--- config.mk ---
export PLATFORM = sky130hd
export DESIGN_NAME = seq_detect_ctrl
export DESIGN_NICKNAME = d
export VERILOG_FILES = /design/src/rtl/seq_detect_ctrl.sv
export SDC_FILE = /design/constraint.sdc
export NUM_CORES = 1
export LEC_CHECK = 0
export CAP_MARGIN = 20
export CORE_ASPECT_RATIO = 1.5
export CORE_MARGIN = 8
export CORE_UTILIZATION = 55
export CTS_BUF_LIST = sky130_fd_sc_hd__clkbuf_2
export CTS_CLUSTER_DIAMETER = 200
export CTS_CLUSTER_SIZE = 40
export DETAILED_ROUTE_END_ITERATION = 10
export PLACE_DENSITY = 0.79
export SYNTH_ARGS = -nofsm -noshare
export SYNTH_HDL_FRONTEND = slang
export SYNTH_SLANG_ARGS = --single-unit
--- constraint.sdc ---
create_clock -name clk -period 4 [get_ports clk]
set_clock_uncertainty 0.05 [all_clocks]
set_input_delay 0.8 -clock clk [delete_from_list [all_inputs] [get_ports clk]]
set_output_delay 0.8 -clock clk [all_outputs]
set_load 0.05 [all_outputs]
--- src/rtl/seq_detect_ctrl.sv ---
// rtl/seq_detect_ctrl.sv - programmable overlapping serial pattern detector with run control
module seq_detect_ctrl #(
    parameter int PAT_W = 4,
    parameter int CNT_W = 8,
    parameter int WIN_W = 16
) (
    input  logic             clk,
    input  logic             reset_n,
    input  logic             start,
    input  logic             abort,
    input  logic [PAT_W-1:0] cfg_pattern,
    input  logic [CNT_W-1:0] cfg_target,
    input  logic [WIN_W-1:0] cfg_window,
    input  logic             bit_valid,
    input  logic             bit_in,
    output logic             bit_ready,
    output logic             busy,
    output logic             hit,
    output logic             done_valid,
    input  logic             done_ack,
    output logic [CNT_W-1:0] hit_count,
    output logic             timed_out
);

    localparam int FILL_W = $clog2(PAT_W + 1);
    localparam logic [FILL_W-1:0] FILL_FULL = FILL_W'(PAT_W);

    typedef enum logic [1:0] {IDLE, ARMED, DONE} state_t;

    state_t            state, state_nxt;
    logic [PAT_W-1:0]  pat, pat_nxt;
    logic [CNT_W-1:0]  tgt, tgt_nxt;
    logic [WIN_W-1:0]  win, win_nxt;
    logic [PAT_W-1:0]  shreg, shreg_nxt;
    logic [FILL_W-1:0] fill, fill_nxt;
    logic [WIN_W-1:0]  bit_cnt, bit_cnt_nxt;
    logic [CNT_W-1:0]  count_nxt;
    logic              timed_out_nxt, hit_nxt;

    logic [PAT_W-1:0]  shreg_upd;
    logic [FILL_W-1:0] fill_upd;
    logic [WIN_W-1:0]  bit_cnt_upd;
    logic [CNT_W-1:0]  count_upd;
    logic              match;

    // Abort wins over a bit offered in the same cycle, so ready drops with it.
    assign bit_ready  = (state == ARMED) && !abort;
    assign busy       = (state != IDLE);
    assign done_valid = (state == DONE);

    assign shreg_upd   = {shreg[PAT_W-2:0], bit_in};
    assign fill_upd    = (fill == FILL_FULL) ? fill : fill + 1'b1;
    assign bit_cnt_upd = (&bit_cnt) ? bit_cnt : bit_cnt + 1'b1;
    assign match       = (fill_upd == FILL_FULL) && (shreg_upd == pat);
    assign count_upd   = (match && !(&hit_count)) ? hit_count + 1'b1 : hit_count;

    always_comb begin
        state_nxt     = state;
        pat_nxt       = pat;
        tgt_nxt       = tgt;
        win_nxt       = win;
        shreg_nxt     = shreg;
        fill_nxt      = fill;
        bit_cnt_nxt   = bit_cnt;
        count_nxt     = hit_count;
        timed_out_nxt = timed_out;
        hit_nxt       = 1'b0;
        case (state)
            IDLE: begin
                if (start) begin
                    pat_nxt       = cfg_pattern;
                    tgt_nxt       = cfg_target;
                    win_nxt       = cfg_window;
                    shreg_nxt     = '0;
                    fill_nxt      = '0;
                    bit_cnt_nxt   = '0;
                    count_nxt     = '0;
                    timed_out_nxt = 1'b0;
                    state_nxt     = ARMED;
                end
            end
            ARMED: begin
                if (abort) begin
                    state_nxt = IDLE;
                end else if (bit_valid) begin
                    shreg_nxt   = shreg_upd;
                    fill_nxt    = fill_upd;
                    bit_cnt_nxt = bit_cnt_upd;
                    count_nxt   = count_upd;
                    hit_nxt     = match;
                    if (tgt != '0 && count_upd == tgt) begin
                        timed_out_nxt = 1'b0;
                        state_nxt     = DONE;
                    end else if (win != '0 && bit_cnt_upd == win) begin
                        timed_out_nxt = 1'b1;
                        state_nxt     = DONE;
                    end
                end
            end
            DONE: begin
                if (done_ack || abort) state_nxt = IDLE;
            end
            default: state_nxt = IDLE;
        endcase
    end

    always_ff @(posedge clk) begin
        if (!reset_n) begin
            state     <= IDLE;
            pat       <= '0;
            tgt       <= '0;
            win       <= '0;
            shreg     <= '0;
            fill      <= '0;
            bit_cnt   <= '0;
            hit_count <= '0;
            timed_out <= 1'b0;
            hit       <= 1'b0;
        end else begin
            state     <= state_nxt;
            pat       <= pat_nxt;
            tgt       <= tgt_nxt;
            win       <= win_nxt;
            shreg     <= shreg_nxt;
            fill      <= fill_nxt;
            bit_cnt   <= bit_cnt_nxt;
            hit_count <= count_nxt;
            timed_out <= timed_out_nxt;
            hit       <= hit_nxt;
        end
    end

endmodule

==> results_dict.tcl, run 1 <==
set metrics [dict create \
    min_from "shreg[0]$_SDFFE_PN0P_" \
    synth_area_leaders "dfxtp_1, nand2_1, a21boi_0, mux2i_1, o21ai_0" \
    vias 3719 \
    die_area_um2 9990 \
    cts_tree "yes" \
    timing.rr.start "fill[0]$_SDFFE_PN0P_" \
    clk_latency_ns 0.52 \
    fp.dieW_um 84.3 \
    holdPathStages 2 \
    grt_util_all_layers_pct 21.0 \
    grt_overflow_total 0 \
    synth_edf_count 0 \
    cp_slowest_cell "a211oi_2" \
    die-height_um 118 \
    post-place-cells 597 \
    slew_headroom_pct 47.9 \
    hp-class "reg2reg" \
    reg2reg_setup_slack_ns 0.72 \
    rsz0062_at_grt "no" \
    ys_async_sr_fraction_pct 0 \
    drv_cap 0 \
    status "completed" \
    grt_pass1_vias 3668 \
    dpl.hpwl_um 7890 \
    synth_nets 535 \
    syn_avg_cell_area_um2 7.76 \
    antenna_found_initial 0 \
    clk_path_buf_depth 2 \
    syn_area_um2 3850 \
    grt_pass1_wl_um 17100 \
    peakVddDrop_uv 240 \
    leakage_nw 1.57 \
    critPathMaxFanout 7 \
    coreArea_um2 6810 \
    critPathRequiredTime_ns 4.38 \
    area_delta_synth_final_pct 16.1 \
    fillCellCount 612 \
    port-buffer-count 47 \
    finalSetupViolCount 0 \
    finalSetupTns_ns 0 \
    nets 569 \
    synth_top_area_share_pct 32.2 \
    power_density_nw_per_um2 287 \
    cp_top_family "compound AO/OA/AOI/OAI gates" \
    routabilityCongestion 0.940 \
    most-common-layout-cells "nand2_1, dfxtp_1, clkdlybuf4s50_1, a21boi_0, nor2_1" \
    drive_gt1_share_pct 6.36 \
    post_cts_resized 0 \
    layout_commonest_cell "nand2_1" \
    timing.rr.end "state[0]$_SDFFE_PN0P_" \
    grt_max_degree 36 \
    wl_per_cell_um 17.2 \
    routed_wl_um 10500 \
    post_cts_buffers 0 \
    htree_levels 3 \
    instances_no_fill 613 \
    ant_nets 0 \
    cts.sinks 62 \
    synth-seq-area-share_pct 32.2 \
    drc 0 \
    holdPathEnd "shreg[1]$_SDFFE_PN0P_" \
    initial_core_util_pct 56.6 \
    fmax_mhz 305 \
    ys.flop_type "dfxtp_1" \
    drt_first_pass_iters 4 \
    hold_viol 0 \
    path_clk_slew_ns 0.21 \
    rr_worst_depth 10 \
    cts-buffers-inserted 9 \
    antennaDiodeCount 0 \
    cts-root-buf "clkbuf_2" \
    cp_cell_sequence "inv_1 -> ha_1 -> or3b_1 -> a211o_4 -> a211oi_2 -> a41oi_1 -> a221oi_2 -> a31oi_1 -> o31a_1 -> o2111a_1" \
    ys.warnings.count 0 \
    netlist_instances 496 \
    ys_ff_latch 62 \
    synthDistinctLibCells 62 \
    worst_pin_slew_ns 0.774 \
    worstSetupEndpointType "register" \
    fin_crit_sh_pct 81.9 \
    cp.buffers_inverters 1 \
    hold_ws_ns 0.439 \
    critPathArrivalTime_ns 3.65 \
    layout_min_cycle_time_ns 3.28 \
    post-route-util_pct 65.7 \
    ios 48 \
    critPathMaxStageDelay_ns 0.45 \
    hold_buffers 0 \
    drt_iter0_markers 262 \
    rows 37 \
    viasPerCell 6.07 \
    path_class "reg2reg" \
    maxSlewViolCount 0 \
    cp-start-kind "register" \
    synth.largest_area_cell "dfxtp_1" \
]
==> worst register-to-register path: cells and delay by family, from the launching register on <==
| family | cells | cell delay [ns] |
|---|---|---|
| and+or+nand+nor | 1 | 0.37 |
| buffers and inverters | 1 | 0.10 |
| adders and majority gates | 1 | 0.22 |
| DFF | 1 | 0.41 |
| AOI/OAI and AO/OA | 7 | 2.07 |
==> synthesized netlist by cell type, types with 2 or more instances <==
cell type / n
xor2_1: 13
clkbuf_1: 27
a311oi_1: 2
a211o_1: 2
xnor2_1: 12
nand4_1: 6
nor3_1: 13
and4_1: 8
nand2_1: 95
nor3b_1: 3
o2111ai_1: 2
o21a_1: 3
dfxtp_1: 62
nor2_1: 24
inv_1: 8
and2_1: 10
nor4_1: 15
and3_1: 7
o211a_1: 4
nand2b_1: 7
a211oi_1: 4
a31oi_1: 5
o211ai_1: 2
o22ai_1: 3
mux2i_1: 13
o2111a_1: 2
a21boi_0: 31
or2_2: 2
a32oi_1: 2
o21ai_0: 23
ha_1: 4
nor2b_1: 14
a22oi_1: 3
buf_1: 2
nand3_1: 17
or3_1: 3
a21oi_1: 17
buf_2: 2
==> cell families after synthesis <==
| logic type | count (synthesis) | share of synthesized area, % |
|---|---|---|
| compound gates | 121 | 23.2 |
| simple gates | 231 | 30.0 |
| fa+ha+maj | 4 | 1.30 |
| flops | 62 | 32.2 |
| buf+inv | 39 | 3.87 |
| xor+xnor | 25 | 5.69 |
| mux | 14 | 3.67 |
==> power by group <==
group          leakage, nW  switching (mW)  internal [mW]  total, mW
clock network       0.0622           0.257          0.145      0.402
registers            0.504          0.0283          0.640      0.668
logic                 1.01           0.113         0.0981      0.211
total                 1.57           0.398          0.882       1.28
==> sequential cells by signal (all words and copies together), names as in the netlist <==
name / count
timed_out: 1
fill: 3
tgt: 8
win: 16
state: 2
pat: 4
hit: 1
hit_count: 8
bit_cnt: 16
shreg: 3
==> stage by stage <==
step | power, mW | cell area (um2) | worst slack [ns]
2_1_floorplan | 0.806 | 3850 | 1.03
3_3_place_gp | 0.886 | 4350 | 0.398
3_5_place_dp | 0.891 | 4350 | 0.325
4_1_cts | 1.29 | 4470 | 0.745
5_1_grt | 1.35 | 4470 | 0.582
6_report | 1.28 | 4470 | 0.723
==> worst max-delay path by stage <==
stage               slack (ns)               endpoint  cells after the start                       from
floorplan                 1.03  state[0]$_SDFFE_PN0P_                     10  hit_count[2]$_SDFFE_PN0P_
global placement          0.40  state[0]$_SDFFE_PN0P_                      9                     bit_in
detailed placement        0.32  state[0]$_SDFFE_PN0P_                      9                     bit_in
CTS                       0.74  state[0]$_SDFFE_PN0P_                     10       fill[0]$_SDFFE_PN0P_
global route              0.58  state[0]$_SDFFE_PN0P_                     10       fill[0]$_SDFFE_PN0P_
finish                    0.72  state[0]$_SDFFE_PN0P_                     10       fill[0]$_SDFFE_PN0P_
==> final cells by class <==
type / instances / area [um2] / area share [%]
timing repair buffer: 54 / 523 / 11.7
sequential: 62 / 1240 / 27.8
clock buffer: 9 / 45.0 / 1.01
inverter: 8 / 30.0 / 0.672
multi-input combinational: 395 / 2460 / 55.0
tap: 78 / 97.6 / 2.18
clock inverter: 7 / 73.8 / 1.65
==> metal layers <==
layer	vias to the layer above	routed length, um	global-route usage [%]
met3	28	297	4.95
met2	72	5660	38.6
met4	0	456	12.0
li1	1861	-	-
met1	1758	4120	20.7
met5	-	0	0
Note: power is estimated with default switching activity, not from simulation.
==> run 2, diff against run 1 <==
clock period = 3.4 ns   (was 4 ns; I/O delays follow)
==> run 2 against run 1 <==
  * Sequential power is 17% higher
  * Hold slack better by 0.0081 ns
  * Utilization is 1.5 points higher
  * Register-to-register slack worse by 0.57 ns
  * Sequential share of layout area is 0.62 points lower
  * Critical path depth stayed put
  * Critical path type unchanged
  * Highest routed layer unchanged
==> results_dict.tcl, run 2 (same netlist as run 1, synthesis figures left out) <==
set metrics [dict create \
    post-place-cells 609 \
    seq_power_share_pct 50.8 \
    fmax_mhz 308 \
    critPathMaxFanout 7 \
    coreArea_um2 6810 \
    vias 3784 \
    post-route-util_pct 67.2 \
    critPathArrivalTime_ns 3.59 \
    status "completed" \
    power_frac_comb_pct 16.6 \
    most-common-layout-cells "nand2_1, dfxtp_1, clkdlybuf4s50_1, a21boi_0, nor2_1" \
    reg_top3 "bit_cnt (16), win (16)" \
    fin_ws_ns 0.154 \
    viasPerCell 6.06 \
    cts-root-buf "clkbuf_2" \
    cp-start-kind "register" \
    switching_power_mw 0.438 \
    layout_min_cycle_time_ns 3.25 \
    hp-class "reg2reg" \
    post_cts_resized 0 \
    power_mw 1.54 \
    worstSetupEndpointType "register" \
    hold_viol 0 \
    area_delta_synth_final_pct 18.8 \
    grt_util_all_layers_pct 21.9 \
    die_area_um2 9990 \
    swShare_pct 28.3 \
    htree_levels 3 \
    timing.rr.end "state[0]$_SDFFE_PN0P_" \
    place_ws_ns 0.0905 \
    cts_tree "yes" \
    hold_buffers 0 \
    maxSlewViolCount 0 \
    drv_cap 0 \
    wl_per_cell_um 17.2 \
    ant_nets 0 \
    finalSetupViolCount 0 \
    worst_pin_slew_ns 0.551 \
    cts-buffers-inserted 9 \
    post_cts_buffers 0 \
    antenna_found_initial 0 \
    design_area_um2 4570 \
    reg2reg_setup_slack_ns 0.15 \
    finalSetupTns_ns 0 \
    dpl.hpwl_um 8020 \
    path_clk_slew_ns 0.19 \
    routed_wl_um 10700 \
    layout_commonest_cell "nand2_1" \
    grt_overflow_total 0 \
    grt_max_degree 35 \
    timing.rr.start "fill[0]$_SDFFE_PN0P_" \
    cts.sinks 62 \
    drt_first_pass_iters 5 \
    drive_gt1_share_pct 8.06 \
    holdPathStages 2 \
    grt_pass1_wl_um 18000 \
    rows 37 \
    instances_no_fill 624 \
    drt_iter0_markers 215 \
    fin_crit_sh_pct 95.5 \
    nets 581 \
    drc 0 \
    path_class "reg2reg" \
    p_int_mw 1.11 \
    critPathLaunch "fill[0]$_SDFFE_PN0P_" \
    initial_core_util_pct 56.6 \
    rsz0062_at_grt "no" \
    clkPwrFrac_pct 32.6 \
    grt_pass1_vias 3817 \
    power_density_nw_per_um2 338 \
    hold_ws_ns 0.448 \
    fp.dieW_um 84.3 \
    antennaDiodeCount 0 \
    clk_latency_ns 0.51 \
    rr_worst_depth 10 \
    peakVddDrop_uv 276 \
    critPathRequiredTime_ns 3.75 \
    leakage_nw 1.65 \
    cp-endpoint "state[0]$_SDFFE_PN0P_" \
    clk_path_buf_depth 2 \
    ios 48 \
    dpl_cell_area_um2 4440 \
    port-buffer-count 47 \
    die-height_um 118 \
    slew_headroom_pct 62.3 \
    routabilityCongestion 0.922 \
]
[run 2: changes by cell type in the layout (fill, tap and decap cells not counted), sizes merged]
cell	change
clkinvlp	-3
bufinv	+1
inv	-1
buf	+12
clkinv	+2
[run 2: power groups by stage]
stage / sequential, mW / clock (mW) / combinational [mW]
floorplan: 0.789 / 0 / 0.160
global placement: 0.799 / 0 / 0.251
detailed placement: 0.800 / 0 / 0.256
CTS: 0.784 / 0.523 / 0.257
global route: 0.789 / 0.556 / 0.285
finish: 0.784 / 0.504 / 0.257
[run 2: area by class of cell]
cell class	instances	area [um2]
inverters	8	30.0
clock inverters	6	77.6
flip-flops and latches	62	1240
well taps	78	97.6
clock buffers	9	45.0
fillers	611	2230
multi-input cells	395	2470
repair buffers	66	613
[run 2: worst min-delay path by stage]
stage                          endpoint                start
floorplan           pat[0]$_SDFFE_PN0P_  pat[0]$_SDFFE_PN0P_
global placement    pat[0]$_SDFFE_PN0P_  pat[0]$_SDFFE_PN0P_
detailed placement  pat[0]$_SDFFE_PN0P_  pat[0]$_SDFFE_PN0P_
CTS                 pat[0]$_SDFFE_PN0P_  pat[0]$_SDFFE_PN0P_
global route        pat[0]$_SDFFE_PN0P_  pat[0]$_SDFFE_PN0P_
finish              pat[0]$_SDFFE_PN0P_  pat[0]$_SDFFE_PN0P_
[run 2: per-layer routing]
metal  GRT usage (%)  part of all wire (%)
met1            21.6                    36
met2            40.7                    55
met5               0                     0
met3            5.02                   5.2
met4            11.4                   3.6
[run 2: worst max-delay path, stage by stage, from the launching register on]
cell	delay, ns
dfxtp_1	0.42
inv_1	0.10
ha_1	0.23
or3b_1	0.38
a211o_4	0.41
a2111o_1	0.47
xnor2_1	0.15
nand3_1	0.10
a211o_1	0.30
o31a_1	0.28
o2111a_1	0.25
